## src/rtl/finger_scan_ctrl.sv

```systemverilog
`default_nettype none
// ---------------------------------------------------------------------------
// finger_scan_ctrl: frame sequencer around yuv2rgb, per-key-zone finger count
// Revision: 1.0
// ---------------------------------------------------------------------------
module finger_scan_ctrl #(
  parameter int FRAME_W    = 640,
  parameter int FRAME_H    = 480,
  parameter int NUM_KEYS   = 8,
  parameter int KEY_W      = 80,
  parameter int ROI_Y0     = 400,
  parameter int ROI_Y1     = 479,
  parameter int CONV_LAT   = 3,
  parameter int HIT_THRESH = 200
) (
  input  logic                clk,
  input  logic                rst,
  input  logic                frame_start,
  input  logic                pix_valid,
  input  logic [31:0]         pix_yuv,
  input  logic                cfg_we,
  input  logic [1:0]          cfg_addr,
  input  logic [31:0]         cfg_data,
  output logic [31:0]         conv_yuv,
  output logic [31:0]         r_max,
  output logic [31:0]         g_min,
  output logic [31:0]         b_max,
  input  logic                conv_is_finger,
  output logic [NUM_KEYS-1:0] key_mask,
  output logic                mask_valid,
  output logic                busy
);

  localparam int XW = $clog2(FRAME_W);
  localparam int YW = $clog2(FRAME_H);
  localparam int PW = $clog2(KEY_W + 1);
  localparam int ZW = $clog2(NUM_KEYS + 1);
  localparam int KW = (NUM_KEYS > 1) ? $clog2(NUM_KEYS) : 1;
  localparam int SW = $clog2(CONV_LAT + NUM_KEYS + 2);

  localparam logic [31:0]   R_MAX_RST  = 32'h0000_8000;
  localparam logic [31:0]   G_MIN_RST  = 32'h0000_4000;
  localparam logic [31:0]   B_MAX_RST  = 32'h0000_8000;
  localparam logic [XW-1:0] X_LAST     = XW'(FRAME_W - 1);
  localparam logic [YW-1:0] Y_LAST     = YW'(FRAME_H - 1);
  localparam logic [YW-1:0] ROI_LO     = YW'(ROI_Y0);
  localparam logic [YW-1:0] ROI_HI     = YW'(ROI_Y1);
  localparam logic [PW-1:0] P_LAST     = PW'(KEY_W - 1);
  localparam logic [ZW-1:0] Z_END      = ZW'(NUM_KEYS);
  localparam logic [SW-1:0] DRAIN_LAST = SW'(CONV_LAT);
  localparam logic [SW-1:0] EVAL_LAST  = SW'(NUM_KEYS - 1);
  localparam logic [15:0]   THRESH     = 16'(HIT_THRESH);

  typedef enum logic [2:0] {
    IDLE  = 3'd0,
    SCAN  = 3'd1,
    DRAIN = 3'd2,
    EVAL  = 3'd3,
    DONE  = 3'd4
  } state_t;

  state_t state, state_nx;

  logic [XW-1:0] x;
  logic [YW-1:0] y;
  logic [PW-1:0] zpos;
  logic [ZW-1:0] zidx;
  logic [SW-1:0] step;
  logic [CONV_LAT:0] tag_v, tag_roi;
  logic [KW-1:0] tag_zone [CONV_LAT+1];
  logic [15:0] cnt [NUM_KEYS];
  logic [NUM_KEYS-1:0] staging, staging_upd;
  logic [31:0] r_sh, g_sh, b_sh;

  logic accept, last_pix, in_roi;
  logic [KW-1:0] kidx, ezone;

  assign accept   = (state == SCAN) && pix_valid && !frame_start;
  assign last_pix = accept && (x == X_LAST) && (y == Y_LAST);
  assign in_roi   = (y >= ROI_LO) && (y <= ROI_HI) && (zidx < Z_END);
  assign kidx     = step[KW-1:0];
  assign ezone    = tag_zone[CONV_LAT];

  always_ff @(posedge clk) begin
    if (rst) state <= IDLE;
    else     state <= state_nx;
  end

  // frame_start wins in every state; from DONE the pulse has already gone out
  always_comb begin
    state_nx   = state;
    mask_valid = (state == DONE);
    busy       = (state != IDLE);
    case (state)
      IDLE:    if (frame_start) state_nx = SCAN;
      SCAN:    if (frame_start) state_nx = SCAN;
               else if (last_pix) state_nx = DRAIN;
      DRAIN:   if (frame_start) state_nx = SCAN;
               else if (step == DRAIN_LAST) state_nx = EVAL;
      EVAL:    if (frame_start) state_nx = SCAN;
               else if (step == EVAL_LAST) state_nx = DONE;
      DONE:    state_nx = frame_start ? SCAN : IDLE;
      default: state_nx = IDLE;
    endcase
  end

  always_comb begin
    staging_upd       = staging;
    staging_upd[kidx] = (cnt[kidx] >= THRESH);
  end

  always_ff @(posedge clk) begin
    if (rst) begin
      step     <= '0;
      staging  <= '0;
      key_mask <= '0;
    end else begin
      step <= (state_nx != state) ? '0 : step + SW'(1);
      if (frame_start) begin
        staging <= '0;
      end else if (state == EVAL) begin
        staging <= staging_upd;
        if (step == EVAL_LAST) key_mask <= staging_upd;
      end
    end
  end

  // Raster position; zone index tracks x/KEY_W without a divider
  always_ff @(posedge clk) begin
    if (rst || frame_start) begin
      x    <= '0;
      y    <= '0;
      zpos <= '0;
      zidx <= '0;
    end else if (accept) begin
      if (x == X_LAST) begin
        x    <= '0;
        zpos <= '0;
        zidx <= '0;
        y    <= (y == Y_LAST) ? '0 : y + YW'(1);
      end else begin
        x <= x + XW'(1);
        if (zpos == P_LAST) begin
          zpos <= '0;
          if (zidx < Z_END) zidx <= zidx + ZW'(1);
        end else begin
          zpos <= zpos + PW'(1);
        end
      end
    end
  end

  always_ff @(posedge clk) begin
    if (rst) conv_yuv <= '0;
    else if (pix_valid) conv_yuv <= pix_yuv;
  end

  // Tags ride alongside the converter so each result finds its pixel's zone
  always_ff @(posedge clk) begin
    if (rst || frame_start) begin
      tag_v   <= '0;
      tag_roi <= '0;
      for (int i = 0; i <= CONV_LAT; i++) tag_zone[i] <= '0;
    end else begin
      tag_v[0]    <= accept;
      tag_roi[0]  <= in_roi;
      tag_zone[0] <= zidx[KW-1:0];
      for (int i = 1; i <= CONV_LAT; i++) begin
        tag_v[i]    <= tag_v[i-1];
        tag_roi[i]  <= tag_roi[i-1];
        tag_zone[i] <= tag_zone[i-1];
      end
    end
  end

  always_ff @(posedge clk) begin
    if (rst || frame_start) begin
      for (int k = 0; k < NUM_KEYS; k++) cnt[k] <= '0;
    end else if (tag_v[CONV_LAT] && tag_roi[CONV_LAT] && conv_is_finger
                 && (cnt[ezone] != 16'hFFFF)) begin
      cnt[ezone] <= cnt[ezone] + 16'd1;
    end
  end

  // Writes land in shadows; actives only move at a frame boundary
  always_ff @(posedge clk) begin
    if (rst) begin
      r_sh  <= R_MAX_RST;
      g_sh  <= G_MIN_RST;
      b_sh  <= B_MAX_RST;
      r_max <= R_MAX_RST;
      g_min <= G_MIN_RST;
      b_max <= B_MAX_RST;
    end else begin
      if (cfg_we) begin
        case (cfg_addr)
          2'd0:    r_sh <= cfg_data;
          2'd1:    g_sh <= cfg_data;
          2'd2:    b_sh <= cfg_data;
          default: ;
        endcase
      end
      if (frame_start) begin
        r_max <= r_sh;
        g_min <= g_sh;
        b_max <= b_sh;
      end
    end
  end

endmodule
`default_nettype wire

```

## config.mk

```make
export PLATFORM = sky130hd
export DESIGN_NAME = finger_scan_ctrl
export DESIGN_NICKNAME = d
export VERILOG_FILES = /design/src/rtl/finger_scan_ctrl.sv
export SDC_FILE = /design/constraint.sdc
export NUM_CORES = 1
export LEC_CHECK = 0
export CAP_MARGIN = 5
export CORE_UTILIZATION = 31
export CTS_CLUSTER_DIAMETER = 40
export DETAILED_ROUTE_END_ITERATION = 12
export GPL_TIMING_DRIVEN = 1
export SETUP_SLACK_MARGIN = 0.4
export SLEW_MARGIN = 40
export SYNTH_ARGS = -nofsm -noshare
export SYNTH_HDL_FRONTEND = slang
export SYNTH_SLANG_ARGS = --single-unit
```

## constraint.sdc

```tcl
create_clock -name clk -period 8.5 [get_ports clk]
set_input_delay 1.7 -clock clk [delete_from_list [all_inputs] [get_ports clk]]
set_output_delay 1.7 -clock clk [all_outputs]
set_load 0.03 [all_outputs]
```

Word level (Yosys, flattened, before mapping)
Memories as Yosys holds them, arrays and structs flattened. A register that Yosys moved wholly into a read port is not among the register bits.
Index checks and enable logic that the tools add are counted.
{"block": "op_classes", "eq_ne": 13, "order_cmp": 6, "n_bitwise": 5, "addsub": 6, "reduce_logical": 26, "n_mux": 33}
{"op": "2-to-1 mux 3 bit", "n": 13}
{"op": "adder 16 x 1 -> 16 bit (second input constant)", "n": 1}
{"op": ">= comparator 16 x 8 -> 1 bit (second input constant)", "n": 1}
{"op": "2-to-1 mux 16 bit", "n": 1}
{"op": "inequality test 16 bit (second input constant)", "n": 1}
{"op": "OR reduction 16 bit", "n": 1}
{"op": "case mux 3 bit (5 select lines)", "n": 1}
{"op": "2-to-1 mux 7 bit", "n": 2}
{"op": "2-to-1 mux 4 bit", "n": 3}
{"op": "adder 10 x 1 -> 10 bit (second input constant)", "n": 1}
{"op": "== test 10 bit (second input constant)", "n": 1}
{"op": "logical AND 1 bit", "n": 10}
{"op": "2-to-1 mux 10 bit", "n": 1}
{"op": "adder 9 x 1 -> 9 bit (second input constant)", "n": 1}
{"op": "== test 9 bit (second input constant)", "n": 1}
{"op": ">= comparator 9 bit (second input constant)", "n": 1}
{"op": "less-or-equal comparator 9 bit (second input constant)", "n": 1}
{"op": "2-to-1 mux 1 bit", "n": 9}
{"op": "2-to-1 mux 9 bit", "n": 1}
{"op": "adder 4 x 1 -> 4 bit (second input constant)", "n": 2}
{"op": "bitwise mux 8 bit", "n": 1}
{"op": "AND reduction 2 bit", "n": 4}
{"op": "adder 7 x 1 -> 7 bit (second input constant)", "n": 1}
{"op": "== test 7 bit (second input constant)", "n": 1}
{"op": "other kinds (22)", "n": 29}
{"block": "word_totals", "mem_bits_rw": 140, "reg_bits": 285, "mem_count": 2, "inputBits": 72, "out_inout_bits": 138, "wordCells": 108}
{"memory": "cnt", "depth": 8, "word_bits": 16, "rd": 2, "rd_ports_with_merged_regs": 1, "write_ports": 8, "line_no": "71", "source": "logic [15:0] cnt [NUM_KEYS];"}
{"memory": "tag_zone", "depth": 4, "word_bits": 3, "rd": 4, "rd_ports_with_merged_regs": 0, "write_ports": 4, "line_no": "70", "source": "logic [KW-1:0] tag_zone [CONV_LAT+1];"}

Logic depth before layout (Yosys ltp)
{"block": "depth", "word_depth": 11, "ltp_mapped": 14}

Worst setup path before layout
No wires, ideal clock.
{"block": "synth_path", "path_kind": "input to register", "startpoint": "in frame_start", "endpoint": "mem cnt[3][0], enable pin", "stages": 8, "setup_slack_ps": 4633, "arrival_time_ps": 3496, "required_time_ps": 8128, "setup_time_ps": 372, "path_cell_list": "clkbuf_1 or2_2 clkbuf_1 or2_2 nor3_1 nand2_4 buf_4 nand2_1"}
{"element": "start: declaration", "line_no": "18", "source": "input logic frame_start,"}
{"element": "end: declaration", "line_no": "71"}

==> results.ini <==
[pwr]
leakage_nw = 8.15
peakVddDrop_uv = 215
p_per_area_mw_per_mm2 = 220

[detailed_routing]
dr.pass1.iters = 5
wl_per_cell_um = 19.3
vias_per_cell = 4.93
drt_iter0_drc = 1111
routed_wl_um = 51900
num_vias = 13200
final_antenna_net_count = 0
route.detailed.drc = 0

[place]
dp_hpwl_um = 36000
port_buffers = 209
gp_congestion = 0.947

[global_route]
antenna_found_initial = 5
overflow = 0
grt_max_degree = 100
grt_first_pass_wirelength_um = 77200
first_global_vias = 12700
track_usage_pct = 17.7

[clock_network]
clock_latency_ps = 580
clockBufferDepth = 3
tritoncts = built
clk_pin_slew_ps = 50
holdBufCountCts = 0
cts.sinks = 425
post_cts_buffers = 0
cts_made_buffers = 52
root_buffer = clkbuf_16
cts_max_level = 2
cts_resized = 0

[sta]
hold_viol = 0
rsz0062_at_grt = no
setup_tns_ps = 0
slew_headroom_pct = 43.9
tightest_slew_ps = 818
final-setup-viol-count = 0
fin_skew_ps = 27.8
fin_crit_sh_pct = 53.6
finalCriticalPeriod_ps = 4560
fin_hold_ws_ps = 422
fmax_ghz = 0.219
drv_slew = 0

[final_layout]
synthToLayoutAreaGrowth_pct = 26.2
drive_gt1_share_pct = 10.5
final_common_cell = dfxtp_1
mostFrequentLayoutCells = dfxtp_1, nor2_1, nand2_1, clkdlybuf4s50_1, mux2i_1
nNetsFinal = 1969

[critical_path]
worstSetupPathType = flop to flop
cp.required_ps = 8660
endpoint_kind = flop
crit_fanout = 38
start_kind = flop
worstPathArrival_ps = 4720

[synthesis]
synth_nets = 1785
synth.distinct_cells = 96
synth_edf_count = 128
synth_seq_cells = 425
syn_area_mm2 = 0.0175
ys_async_sr_fraction_pct = 0
ys.warnings.count = 0
syn_area_per_cell_um2 = 10.3
yosysSeqAreaShare_pct = 55.8
syn_inst = 1706
ys.flop_type = dfxtp_1

[floorplan]
die_y_um = 240
core_area_mm2 = 0.0555
rows = 86
die_w_um = 240
ioPinCount = 210
die_area_mm2 = 0.0575
start_util_pct = 31.6

[min_path]
hp-class = flop to flop

[run_status]
status = finished clean

[job]
maxCapViolations = 0

==> per-stage QoR <==
step	instance area [µm²]	instances	util, %	setup slack [ps]	total power, W
2_1_floorplan	17500	1706	-	4630	0.00241
3_3_place_gp	20200	2582	36.4	3820	0.00258
3_5_place_dp	20300	2584	36.5	4020	0.00258
4_1_cts	22100	2682	39.8	4030	0.00491
5_1_grt	22100	2685	39.9	3730	0.00502
6_report	22100	2685	39.9	3940	0.00487
==> power breakdown <==
group / switching [W] / internal, W / total, W
Sequential: 0.0000450 / 0.00215 / 0.00220
Clock: 0.000909 / 0.00142 / 0.00233
Combinational: 0.000215 / 0.000132 / 0.000347
==> state kept, by name (all words and copies together), names as in the netlist <==
register and count:
x 10, conv_yuv 32, tag_v 4, g_min 32, tag_zone 12, b_sh 32, tag_roi 4, g_sh 32
state 3, r_sh 32, r_max 32, zidx 4, step 4, staging 8, zpos 7, y 9
key_mask 8, cnt 128, b_max 32
==> cells in the mapped netlist, drive strengths merged (4+ instances only) <==
library cell / number / area share, %
mux4: 13 / 1.8
o21ai: 15 / 0.43
nand2b: 7 / 0.25
ha: 7 / 0.50
xor2: 17 / 0.89
nor2b: 9 / 0.32
nand4: 14 / 0.67
mux2: 17 / 1.1
a21oi: 115 / 3.3
inv: 12 / 0.26
mux2i: 145 / 8.3
edfxtp: 128 / 22
nor3: 40 / 1.1
or2: 4 / 0.14
xnor2: 17 / 0.85
and2: 21 / 0.76
and3: 11 / 0.41
o31a: 5 / 0.25
a31oi: 6 / 0.21
nor3b: 7 / 0.36
dfxtp: 297 / 34
clkbuf: 79 / 1.9
nor4: 12 / 0.59
nand3b: 8 / 0.34
or3: 7 / 0.26
o22ai: 4 / 0.14
nor2: 297 / 6.4
a211oi: 20 / 1.0
nand3: 28 / 0.87
o211ai: 4 / 0.20
nand4b: 6 / 0.39
a211o: 5 / 0.26
or3b: 5 / 0.25
buf: 26 / 1.3
nand2: 252 / 5.7
and3b: 6 / 0.31
==> worst max-delay path: stages, from the launching register on <==
cell	delay, ps
dfxtp_2	720
buf_4	530
nand2_1	120
o32ai_1	200
or4_1	180
ha_1	150
inv_1	70
or3_2	510
nor4_4	370
nand4_4	440
nand3_4	370
nand2_1	440
==> area by class of cell <==
type,instances,area [µm²]
Antenna cell,3,7.51
Clock buffer,65,1420
Clock inverter,33,418
Fill cell,5473,33400
Inverter,12,45.0
Multi-Input combinational cell,1164,7210
Sequential cell,425,9790
Tap cell,748,936
Timing Repair Buffer,235,2300
==> kinds of logic after synthesis <==
| family | after synthesis | synth area share [%] |
|---|---|---|
| xor+xnor | 34 | 1.74 |
| flops | 425 | 55.8 |
| fa+ha+maj | 7 | 0.499 |
| simple gates | 748 | 20.0 |
| mux | 175 | 11.2 |
| buf+inv | 117 | 3.52 |
| compound gates | 200 | 7.26 |
==> worst paths after layout <==
| path | end | slack (ps) | startpoint | depth (start not counted) |
|---|---|---|---|---|
| min reg2reg | tag_roi[1] | 420 | tag_roi[0] | 1 |
| max | cnt[4][3] | 3940 | tag_zone[0][11] | 11 |
| min | tag_roi[1] | 420 | tag_roi[0] | 1 |
| max reg2reg | cnt[4][3] | 3940 | tag_zone[0][11] | 11 |
==> metal layers <==
layer	routed length (µm)	share of wire (%)	GRT usage [%]	vias to the layer above
met5	27	0.052	0	-
met2	23400	45	27.1	492
met1	21500	41	22.9	6375
li1	-	-	-	6290
met4	1310	2.5	5.62	4
met3	5650	11	6.43	85
(Power assumes the default switching activity.)
